### config.mk
export PLATFORM = sky130hd
export DESIGN_NAME = axis_to_aximm_flat
export DESIGN_NICKNAME = d
export VERILOG_FILES = /design/src/rtl/axi_stream_pkg.sv /design/src/rtl/axis_to_aximm_if.sv /design/src/rtl/burst_credit_counter.sv /design/src/rtl/axis_to_aximm.sv /design/src/flat_wrapper.sv
export SDC_FILE = /design/constraint.sdc
export NUM_CORES = 1
export LEC_CHECK = 0
export ABC_AREA = 1
export BUFFER_PORTS_ARGS = -buffer_cell sky130_fd_sc_hd__buf_2
export CAP_MARGIN = 20
export CORE_AREA = 2 2 488 490
export CTS_CLUSTER_SIZE = 40
export DETAILED_ROUTE_END_ITERATION = 8
export DIE_AREA = 0 0 490 492
export GPL_ROUTABILITY_DRIVEN = 0
export PLACE_DENSITY = 0.3
export SYNTH_ARGS = -nofsm -noshare
export SYNTH_HDL_FRONTEND = slang
export SYNTH_SLANG_ARGS = --single-unit
### constraint.sdc
create_clock -name clk -period 2.5 [get_ports clk]
set_input_delay 0.375 -clock clk [delete_from_list [all_inputs] [get_ports clk]]
set_output_delay 0.375 -clock clk [all_outputs]
set_load 0.02 [all_outputs]
### src/rtl/axi_stream_pkg.sv
// Shared types and AXI constants for the stream-to-memory-mapped write bridge.
package axi_stream_pkg;

   typedef enum logic [1:0] {
      IDLE = 2'd0,
      ADDR = 2'd1,
      DATA = 2'd2,
      PAD  = 2'd3
   } state_t;

   localparam logic [1:0] RESP_OKAY  = 2'b00;
   localparam logic [1:0] BURST_INCR = 2'b01;

   // AxSIZE encoding for a beat of the given byte count.
   function automatic logic [2:0] axi_size(input int bytes);
      return 3'($clog2(bytes));
   endfunction

endpackage

### src/rtl/axis_to_aximm_if.sv
// Bundles the AXI-Stream input and the AXI4 write-channel master of the bridge.
interface axis_to_aximm_if #(
   parameter int DW = 512,
   parameter int AW = 64
);
   // Every channel transfers on a rising edge where VALID and READY are both 1;
   // a source holds VALID and its payload steady until that edge.
   logic [DW-1:0]   AXIS_IN_TDATA;
   logic [DW/8-1:0] AXIS_IN_TKEEP;
   logic            AXIS_IN_TLAST;
   logic            AXIS_IN_TVALID;
   logic            AXIS_IN_TREADY;

   logic [AW-1:0]   M_AXI_AWADDR;
   logic [7:0]      M_AXI_AWLEN;
   logic [2:0]      M_AXI_AWSIZE;
   logic [1:0]      M_AXI_AWBURST;
   logic            M_AXI_AWVALID;
   logic            M_AXI_AWREADY;

   logic [DW-1:0]   M_AXI_WDATA;
   logic [DW/8-1:0] M_AXI_WSTRB;
   logic            M_AXI_WLAST;
   logic            M_AXI_WVALID;
   logic            M_AXI_WREADY;

   logic [1:0]      M_AXI_BRESP;
   logic            M_AXI_BVALID;
   logic            M_AXI_BREADY;

   modport master (
      input  AXIS_IN_TDATA, AXIS_IN_TKEEP, AXIS_IN_TLAST, AXIS_IN_TVALID,
      output AXIS_IN_TREADY,
      output M_AXI_AWADDR, M_AXI_AWLEN, M_AXI_AWSIZE, M_AXI_AWBURST, M_AXI_AWVALID,
      input  M_AXI_AWREADY,
      output M_AXI_WDATA, M_AXI_WSTRB, M_AXI_WLAST, M_AXI_WVALID,
      input  M_AXI_WREADY,
      input  M_AXI_BRESP, M_AXI_BVALID,
      output M_AXI_BREADY
   );

   modport slave (
      output AXIS_IN_TDATA, AXIS_IN_TKEEP, AXIS_IN_TLAST, AXIS_IN_TVALID,
      input  AXIS_IN_TREADY,
      input  M_AXI_AWADDR, M_AXI_AWLEN, M_AXI_AWSIZE, M_AXI_AWBURST, M_AXI_AWVALID,
      output M_AXI_AWREADY,
      input  M_AXI_WDATA, M_AXI_WSTRB, M_AXI_WLAST, M_AXI_WVALID,
      output M_AXI_WREADY,
      output M_AXI_BRESP, M_AXI_BVALID,
      input  M_AXI_BREADY
   );

endinterface

### src/rtl/burst_credit_counter.sv
// Tracks bursts whose address was accepted but whose write response is pending.
module burst_credit_counter #(
   parameter int MAX_OUTSTANDING = 8
) (
   input  logic clk,
   input  logic reset,
   input  logic inc,
   input  logic dec,
   output logic has_credit
);

   logic [7:0] count;

   // Simultaneous issue and retire cancel; a stray response never underflows.
   always_ff @(posedge clk or posedge reset) begin
      if (reset) begin
         count <= 8'd0;
      end else if (inc && !dec) begin
         count <= count + 8'd1;
      end else if (dec && !inc && count != 8'd0) begin
         count <= count - 8'd1;
      end
   end

   assign has_credit = (count < 8'(MAX_OUTSTANDING));

endmodule

### src/rtl/axis_to_aximm.sv
// Writes an AXI-Stream into a circular memory window as fixed-length INCR bursts,
// zero-padding short packets. Define AXIS_TO_AXIMM_ERRCNT_EN to count error responses.
module axis_to_aximm
   import axi_stream_pkg::*;
#(
   parameter int          DW              = 512,
   parameter int          AW              = 64,
   parameter int          BURST_BEATS     = 16,
   parameter logic [63:0] BASE_ADDR       = 64'h0,
   parameter logic [63:0] REGION_BYTES    = 64'h10_0000,
   parameter int          MAX_OUTSTANDING = 8
) (
   input  logic              clk,
   input  logic              reset,
   axis_to_aximm_if.master   bus,
   output logic [15:0]       err_count,
   output state_t            dbg_state
);

   localparam logic [AW-1:0] ADDR_BASE = AW'(BASE_ADDR);
   localparam logic [AW-1:0] ADDR_END  = AW'(BASE_ADDR + REGION_BYTES);
   localparam logic [AW-1:0] ADDR_STEP = AW'(BURST_BEATS * (DW / 8));
   localparam logic [7:0]    LAST_BEAT = 8'(BURST_BEATS - 1);

   state_t        state;
   logic          aw_valid;
   logic [AW-1:0] aw_addr;
   logic [AW-1:0] aw_addr_inc;
   logic [7:0]    beat_cnt;
   logic          has_credit;
   logic          aw_hs;
   logic          w_hs;
   logic          w_last;
   logic          b_hs;

   assign aw_hs       = aw_valid & bus.M_AXI_AWREADY;
   assign w_hs        = bus.M_AXI_WVALID & bus.M_AXI_WREADY;
   assign b_hs        = bus.M_AXI_BVALID & bus.M_AXI_BREADY;
   assign w_last      = (beat_cnt == LAST_BEAT);
   assign aw_addr_inc = aw_addr + ADDR_STEP;

   assign bus.M_AXI_AWADDR  = aw_addr;
   assign bus.M_AXI_AWVALID = aw_valid;
   assign bus.M_AXI_AWLEN   = LAST_BEAT;
   assign bus.M_AXI_AWSIZE  = axi_size(DW / 8);
   assign bus.M_AXI_AWBURST = BURST_INCR;
   assign bus.M_AXI_WLAST   = w_last;
   assign bus.M_AXI_BREADY  = 1'b1;
   assign dbg_state         = state;

   // Stream passes straight through in DATA; PAD drives null-strobe beats.
   always_comb begin
      bus.M_AXI_WVALID   = 1'b0;
      bus.M_AXI_WDATA    = '0;
      bus.M_AXI_WSTRB    = '0;
      bus.AXIS_IN_TREADY = 1'b0;
      case (state)
         DATA: begin
            bus.M_AXI_WVALID   = bus.AXIS_IN_TVALID;
            bus.M_AXI_WDATA    = bus.AXIS_IN_TDATA;
            bus.M_AXI_WSTRB    = bus.AXIS_IN_TKEEP;
            bus.AXIS_IN_TREADY = bus.M_AXI_WREADY;
         end
         PAD:     bus.M_AXI_WVALID = 1'b1;
         default: ;
      endcase
   end

   always_ff @(posedge clk or posedge reset) begin
      if (reset) begin
         state    <= IDLE;
         aw_valid <= 1'b0;
         aw_addr  <= ADDR_BASE;
         beat_cnt <= 8'd0;
      end else begin
         case (state)
            IDLE: begin
               if (bus.AXIS_IN_TVALID && has_credit) begin
                  state    <= ADDR;
                  aw_valid <= 1'b1;
               end
            end
            ADDR: begin
               if (aw_hs) begin
                  aw_valid <= 1'b0;
                  state    <= DATA;
                  aw_addr  <= (aw_addr_inc == ADDR_END) ? ADDR_BASE : aw_addr_inc;
               end
            end
            DATA: begin
               if (w_hs) begin
                  if (w_last) begin
                     state    <= IDLE;
                     beat_cnt <= 8'd0;
                  end else begin
                     beat_cnt <= beat_cnt + 8'd1;
                     if (bus.AXIS_IN_TLAST) state <= PAD;
                  end
               end
            end
            PAD: begin
               if (w_hs) begin
                  if (w_last) begin
                     state    <= IDLE;
                     beat_cnt <= 8'd0;
                  end else begin
                     beat_cnt <= beat_cnt + 8'd1;
                  end
               end
            end
            default: state <= IDLE;
         endcase
      end
   end

   burst_credit_counter #(
      .MAX_OUTSTANDING (MAX_OUTSTANDING)
   ) u_credit (
      .clk        (clk),
      .reset      (reset),
      .inc        (aw_hs),
      .dec        (b_hs),
      .has_credit (has_credit)
   );

`ifdef AXIS_TO_AXIMM_ERRCNT_EN
   always_ff @(posedge clk or posedge reset) begin
      if (reset) begin
         err_count <= 16'd0;
      end else if (b_hs && bus.M_AXI_BRESP != RESP_OKAY && err_count != 16'hFFFF) begin
         err_count <= err_count + 16'd1;
      end
   end
`else
   logic unused_bresp;
   assign unused_bresp = ^bus.M_AXI_BRESP;
   assign err_count    = 16'h0;
`endif

endmodule

### src/flat_wrapper.sv
// flat-port wrapper written by rule: the top's interface ports become plain ports
module axis_to_aximm_flat import axi_stream_pkg::*;
#(
   parameter int          DW              = 512,
   parameter int          AW              = 64,
   parameter int          BURST_BEATS     = 16,
   parameter logic [63:0] BASE_ADDR       = 64'h0,
   parameter logic [63:0] REGION_BYTES    = 64'h10_0000,
   parameter int          MAX_OUTSTANDING = 8
)
  (clk, reset, err_count, dbg_state, bus_AXIS_IN_TDATA, bus_AXIS_IN_TKEEP, bus_AXIS_IN_TLAST, bus_AXIS_IN_TVALID, bus_AXIS_IN_TREADY, bus_M_AXI_AWADDR, bus_M_AXI_AWLEN, bus_M_AXI_AWSIZE, bus_M_AXI_AWBURST, bus_M_AXI_AWVALID, bus_M_AXI_AWREADY, bus_M_AXI_WDATA, bus_M_AXI_WSTRB, bus_M_AXI_WLAST, bus_M_AXI_WVALID, bus_M_AXI_WREADY, bus_M_AXI_BRESP, bus_M_AXI_BVALID, bus_M_AXI_BREADY);
  axis_to_aximm_if #(.DW(DW), .AW(AW)) bus_i ();
  input  logic clk;
  input  logic reset;
  output logic [15:0] err_count;
  output state_t dbg_state;
  input wire logic [$bits(bus_i.AXIS_IN_TDATA)-1:0] bus_AXIS_IN_TDATA;
  input wire logic [$bits(bus_i.AXIS_IN_TKEEP)-1:0] bus_AXIS_IN_TKEEP;
  input wire logic [$bits(bus_i.AXIS_IN_TLAST)-1:0] bus_AXIS_IN_TLAST;
  input wire logic [$bits(bus_i.AXIS_IN_TVALID)-1:0] bus_AXIS_IN_TVALID;
  output wire logic [$bits(bus_i.AXIS_IN_TREADY)-1:0] bus_AXIS_IN_TREADY;
  output wire logic [$bits(bus_i.M_AXI_AWADDR)-1:0] bus_M_AXI_AWADDR;
  output wire logic [$bits(bus_i.M_AXI_AWLEN)-1:0] bus_M_AXI_AWLEN;
  output wire logic [$bits(bus_i.M_AXI_AWSIZE)-1:0] bus_M_AXI_AWSIZE;
  output wire logic [$bits(bus_i.M_AXI_AWBURST)-1:0] bus_M_AXI_AWBURST;
  output wire logic [$bits(bus_i.M_AXI_AWVALID)-1:0] bus_M_AXI_AWVALID;
  input wire logic [$bits(bus_i.M_AXI_AWREADY)-1:0] bus_M_AXI_AWREADY;
  output wire logic [$bits(bus_i.M_AXI_WDATA)-1:0] bus_M_AXI_WDATA;
  output wire logic [$bits(bus_i.M_AXI_WSTRB)-1:0] bus_M_AXI_WSTRB;
  output wire logic [$bits(bus_i.M_AXI_WLAST)-1:0] bus_M_AXI_WLAST;
  output wire logic [$bits(bus_i.M_AXI_WVALID)-1:0] bus_M_AXI_WVALID;
  input wire logic [$bits(bus_i.M_AXI_WREADY)-1:0] bus_M_AXI_WREADY;
  input wire logic [$bits(bus_i.M_AXI_BRESP)-1:0] bus_M_AXI_BRESP;
  input wire logic [$bits(bus_i.M_AXI_BVALID)-1:0] bus_M_AXI_BVALID;
  output wire logic [$bits(bus_i.M_AXI_BREADY)-1:0] bus_M_AXI_BREADY;
  assign bus_i.AXIS_IN_TDATA = bus_AXIS_IN_TDATA;
  assign bus_i.AXIS_IN_TKEEP = bus_AXIS_IN_TKEEP;
  assign bus_i.AXIS_IN_TLAST = bus_AXIS_IN_TLAST;
  assign bus_i.AXIS_IN_TVALID = bus_AXIS_IN_TVALID;
  assign bus_AXIS_IN_TREADY = bus_i.AXIS_IN_TREADY;
  assign bus_M_AXI_AWADDR = bus_i.M_AXI_AWADDR;
  assign bus_M_AXI_AWLEN = bus_i.M_AXI_AWLEN;
  assign bus_M_AXI_AWSIZE = bus_i.M_AXI_AWSIZE;
  assign bus_M_AXI_AWBURST = bus_i.M_AXI_AWBURST;
  assign bus_M_AXI_AWVALID = bus_i.M_AXI_AWVALID;
  assign bus_i.M_AXI_AWREADY = bus_M_AXI_AWREADY;
  assign bus_M_AXI_WDATA = bus_i.M_AXI_WDATA;
  assign bus_M_AXI_WSTRB = bus_i.M_AXI_WSTRB;
  assign bus_M_AXI_WLAST = bus_i.M_AXI_WLAST;
  assign bus_M_AXI_WVALID = bus_i.M_AXI_WVALID;
  assign bus_i.M_AXI_WREADY = bus_M_AXI_WREADY;
  assign bus_i.M_AXI_BRESP = bus_M_AXI_BRESP;
  assign bus_i.M_AXI_BVALID = bus_M_AXI_BVALID;
  assign bus_M_AXI_BREADY = bus_i.M_AXI_BREADY;
  axis_to_aximm #(.DW(DW), .AW(AW), .BURST_BEATS(BURST_BEATS), .BASE_ADDR(BASE_ADDR), .REGION_BYTES(REGION_BYTES), .MAX_OUTSTANDING(MAX_OUTSTANDING)) u_core (.clk(clk), .reset(reset), .bus(bus_i), .err_count(err_count), .dbg_state(dbg_state));
endmodule
==> run metrics <==
chip height=492 um; vias in the first global route=17600; largest net degree at the start of global routing=94; Starting Density=0.0426; critical path data arrival time=2.09 ns; EDFF count, synth=0; Synth-to-Final Area Change=124%; all-layer global routing usage=0.168; DRT iter0 DRCs=approximately 1200; CP Class=reg2out; Mapped Area=a little over 0.01 mm2; Final Cycle Share=0.988; Root Buffer=clkbuf_16; met3 usage=0.0852; post-synth top area cell=nor2_1; Die Area=0.241 mm2; met2 Use GR=0.339; Critical Path RT=2.12 ns; min setup slack post-route=between 0.03 and 0.04 ns; Distinct cells, synth=39; total power divided by cell area=993 mW/mm2; Via-to-Cell Ratio=about 2.8; share of the synthesized area in the top cell type=0.257; number of hold buffers added after CTS=0; crit start category=flop; Crit. End Element=primary output; reg2reg path depth=13; Slew Viols, Final=0; Top FF cell, synth=dfrtp_1; TritonCTS buffer count=9; register area share after synthesis=0.181; syn_area_per_cell=4.91 um2; share of cells above drive strength 1=0.432; Final Hold Viols=0; port bufs=1218; synth warn=0; Place WS=-0.00174 ns; minimum clock period=around 2.5 ns; Worst-Margin Slew=0.738 ns; grt ovf=0; reg-to-reg critical path endpoint=u_core.bus.M_AXI_AWADDR[20]$_DFFE_PP0P_; area of the multi-input gates=about 0.0055 mm2; final core utilization=0.0954; max_cap viols=0; average wire per standard cell=32.0 um; status=finished clean; Worst Skew=0.0172 ns; antenna violations before repair=about 290; reg-to-reg startpoint=u_core.bus.M_AXI_AWADDR[16]$_DFFE_PP0P_; clk slew on worst S/H paths=roughly 0.08 ns; CTS Buffer Depth=2; gr busiest metal=met2; Detail Route Antenna Nets=0; Fmax=between 400 and 500 MHz; Slew headroom=0.508; first-pass GRT wire length=249000 um; CTS tree=yes; via count=18700; met1 Use GR=0.141; placed wire-length estimate=slightly above 200000 um; Core Box Area=approximately 0.24 mm2; CTS sink cnt=73; Hold Crit Class=in2async; fillers=between 20000 and 30000; detailed-route DRC error count=0; maximum VDD drop=391 uV; Yosys reg bits=73; Reg area=0.00184 mm2; later-pin clock latency in the skew report=roughly 0.37 ns; DRT Pass-1 Iters=7; top area cells in the synthesized netlist=nor2_1 (26%), inv_1 (24%), dfrtp_1 (18%); final setup vio count=0; Horiz. Die Dim=490 um; leak pwr=~13 nW; nets=roughly 3900; Detailed Route WL=about 210000 um; RSZ-0062 raised after global routing=yes; Worst Path Max Fanout=35; H-Tree Depth=3; Mapped Cells=2051; Synth async-reset ratio=1.00; r2r setup slk=around 0.16 ns; Rows=179; io pins=between 1000 and 1500
==> critical path: stages (launching register included) <==
cell     delay, ns
dfrtp_2       0.46
inv_4         0.12
nand2_8       0.10
buf_12        0.19
buf_12        0.19
nor2_1        0.37
buf_2         0.26
==> layout make-up <==
| class | instances | area share |
|---|---|---|
| multi-input cells | 1249 | 0.242 |
| flip-flops and latches | 73 | 0.0816 |
| clock buffers | 11 | 0.0112 |
| repair buffers | 1334 | 0.367 |
| inverters | 652 | 0.109 |
| well taps | 3167 | 0.176 |
| diodes | 108 | 0.0120 |
| clock inverters | 5 | 0.00167 |
==> cells in the final DEF, fill, tap and decap left out, types with 3 or more instances in the layout <==
cell	netlist	layout
buf_2	1	1132
nor2_1	690	669
inv_1	644	642
nand2_1	293	290
buf_4	40	112
diode_2	0	108
buf_12	0	86
dfrtp_1	73	64
o21ai_0	59	59
nand3_1	45	45
conb_1	2	40
nor2_2	13	33
nand4_1	15	15
xor2_1	13	13
nor3_1	12	11
inv_2	8	9
clkbuf_16	0	9
dfrtp_2	0	9
nor2_4	7	8
nand2_2	6	8
xnor2_1	7	7
ha_1	8	7
a21oi_1	6	6
nand3b_1	5	5
or2_2	3	3
nand2_4	3	3
nor2_8	3	3
nand3_2	3	3
==> worst max path at each step <==
| stage | startpoint | to | slack, ns |
|---|---|---|---|
| global placement | bus_M_AXI_AWREADY | u_core.u_credit.count[7]$_DFFE_PP0P_ | -0.05 |
| CTS | u_core.dbg_state[0]$_DFFE_PP0P_ | bus_M_AXI_WDATA[89] | 0.0005 |
| global route | u_core.bus.M_AXI_AWADDR[16]$_DFFE_PP0P_ | u_core.bus.M_AXI_AWADDR[20]$_DFFE_PP0P_ | -0.04 |
| finish | u_core.dbg_state[0]$_DFFE_PP0P_ | bus_M_AXI_WDATA[148] | 0.03 |
| floorplan | u_core.bus.M_AXI_AWVALID$_DFFE_PP0P_ | u_core.u_credit.count[7]$_DFFE_PP0P_ | 0.12 |
| detailed placement | u_core.bus.M_AXI_AWADDR[28]$_DFFE_PP0P_ | u_core.bus.M_AXI_AWADDR[20]$_DFFE_PP0P_ | -0.002 |
==> stage by stage <==
step	power [mW]	hold slack [ns]	TNS, ns	cell area, um2	instances
after CTS	23.0	0.121	0	22200	6488
after detailed placement	21.5	0.470	-0.00174	21800	6472
after floorplan	9.94	0.443	0	10200	2089
after global placement	21.5	0.459	-0.0774	21800	6472
final	22.4	0.0806	0	22500	6599
after global routing	23.6	0.152	-0.0415	22400	6562
==> report_power, final <==
part | leakage [nW] | total (mW) | internal [mW] | switching (mW)
clock | 0.139 | 1.38 | 0.733 | 0.643
sequential | 0.858 | 2.07 | 1.60 | 0.477
combinational | 12.3 | 18.9 | 5.33 | 13.6
total | 13.3 | 22.4 | 7.66 | 14.7
==> registers in the layout, indices dropped and copies added, names as in the netlist <==
signal,count
u_core.beat_cnt,8
u_core.bus.M_AXI_AWADDR,54
u_core.bus.M_AXI_AWVALID,1
u_core.dbg_state,2
u_core.u_credit.count,8
==> what timing repair did <==
| item | 4_1_cts | 5_1_grt |
|---|---|---|
| buffers inserted | 0 | 3 |
| pin swaps | 0 | 1 |
| endpoints found under the setup margin | 273 | 53 |
| endpoints found under the hold margin | 0 | 0 |
| resized for setup | 21 | 35 |
==> Yosys cell counts (3+ instances only) <==
library cell / instances
nor2_1: 690
inv_1: 644
nand2_1: 293
dfrtp_1: 73
clkbuf_1: 71
o21ai_0: 59
nand3_1: 45
buf_4: 40
nand4_1: 15
nor2_2: 13
xor2_1: 13
nor3_1: 12
ha_1: 8
inv_2: 8
nor2_4: 7
xnor2_1: 7
a21oi_1: 6
nand2_2: 6
nand3b_1: 5
buf_1: 3
nand2_4: 3
nand3_2: 3
nor2_8: 3
or2_2: 3
==> kinds of logic (layout without fill, tap and decap cells) <==
family / count (synthesis) / in the layout / share of synthesized area
AOI/OAI and AO/OA: 75 / 75 / 0.0395
xor gates and xnor gates: 20 / 20 / 0.0174
adders and majority gates: 9 / 9 / 0.0119
buffers and inverters: 767 / 2002 / 0.301
DFF: 73 / 73 / 0.181
other: 2 / 148 / 0.000746
and+or+nand+nor: 1105 / 1105 / 0.448
==> metal layers <==
metal / up-vias / wire [um]
met3: 565 / 23100
met2: 1161 / 118000
met4: 168 / 7080
met1: 8566 / 61600
li1: 8253 / -
met5: - / 1070
(Power assumes the default switching activity.)
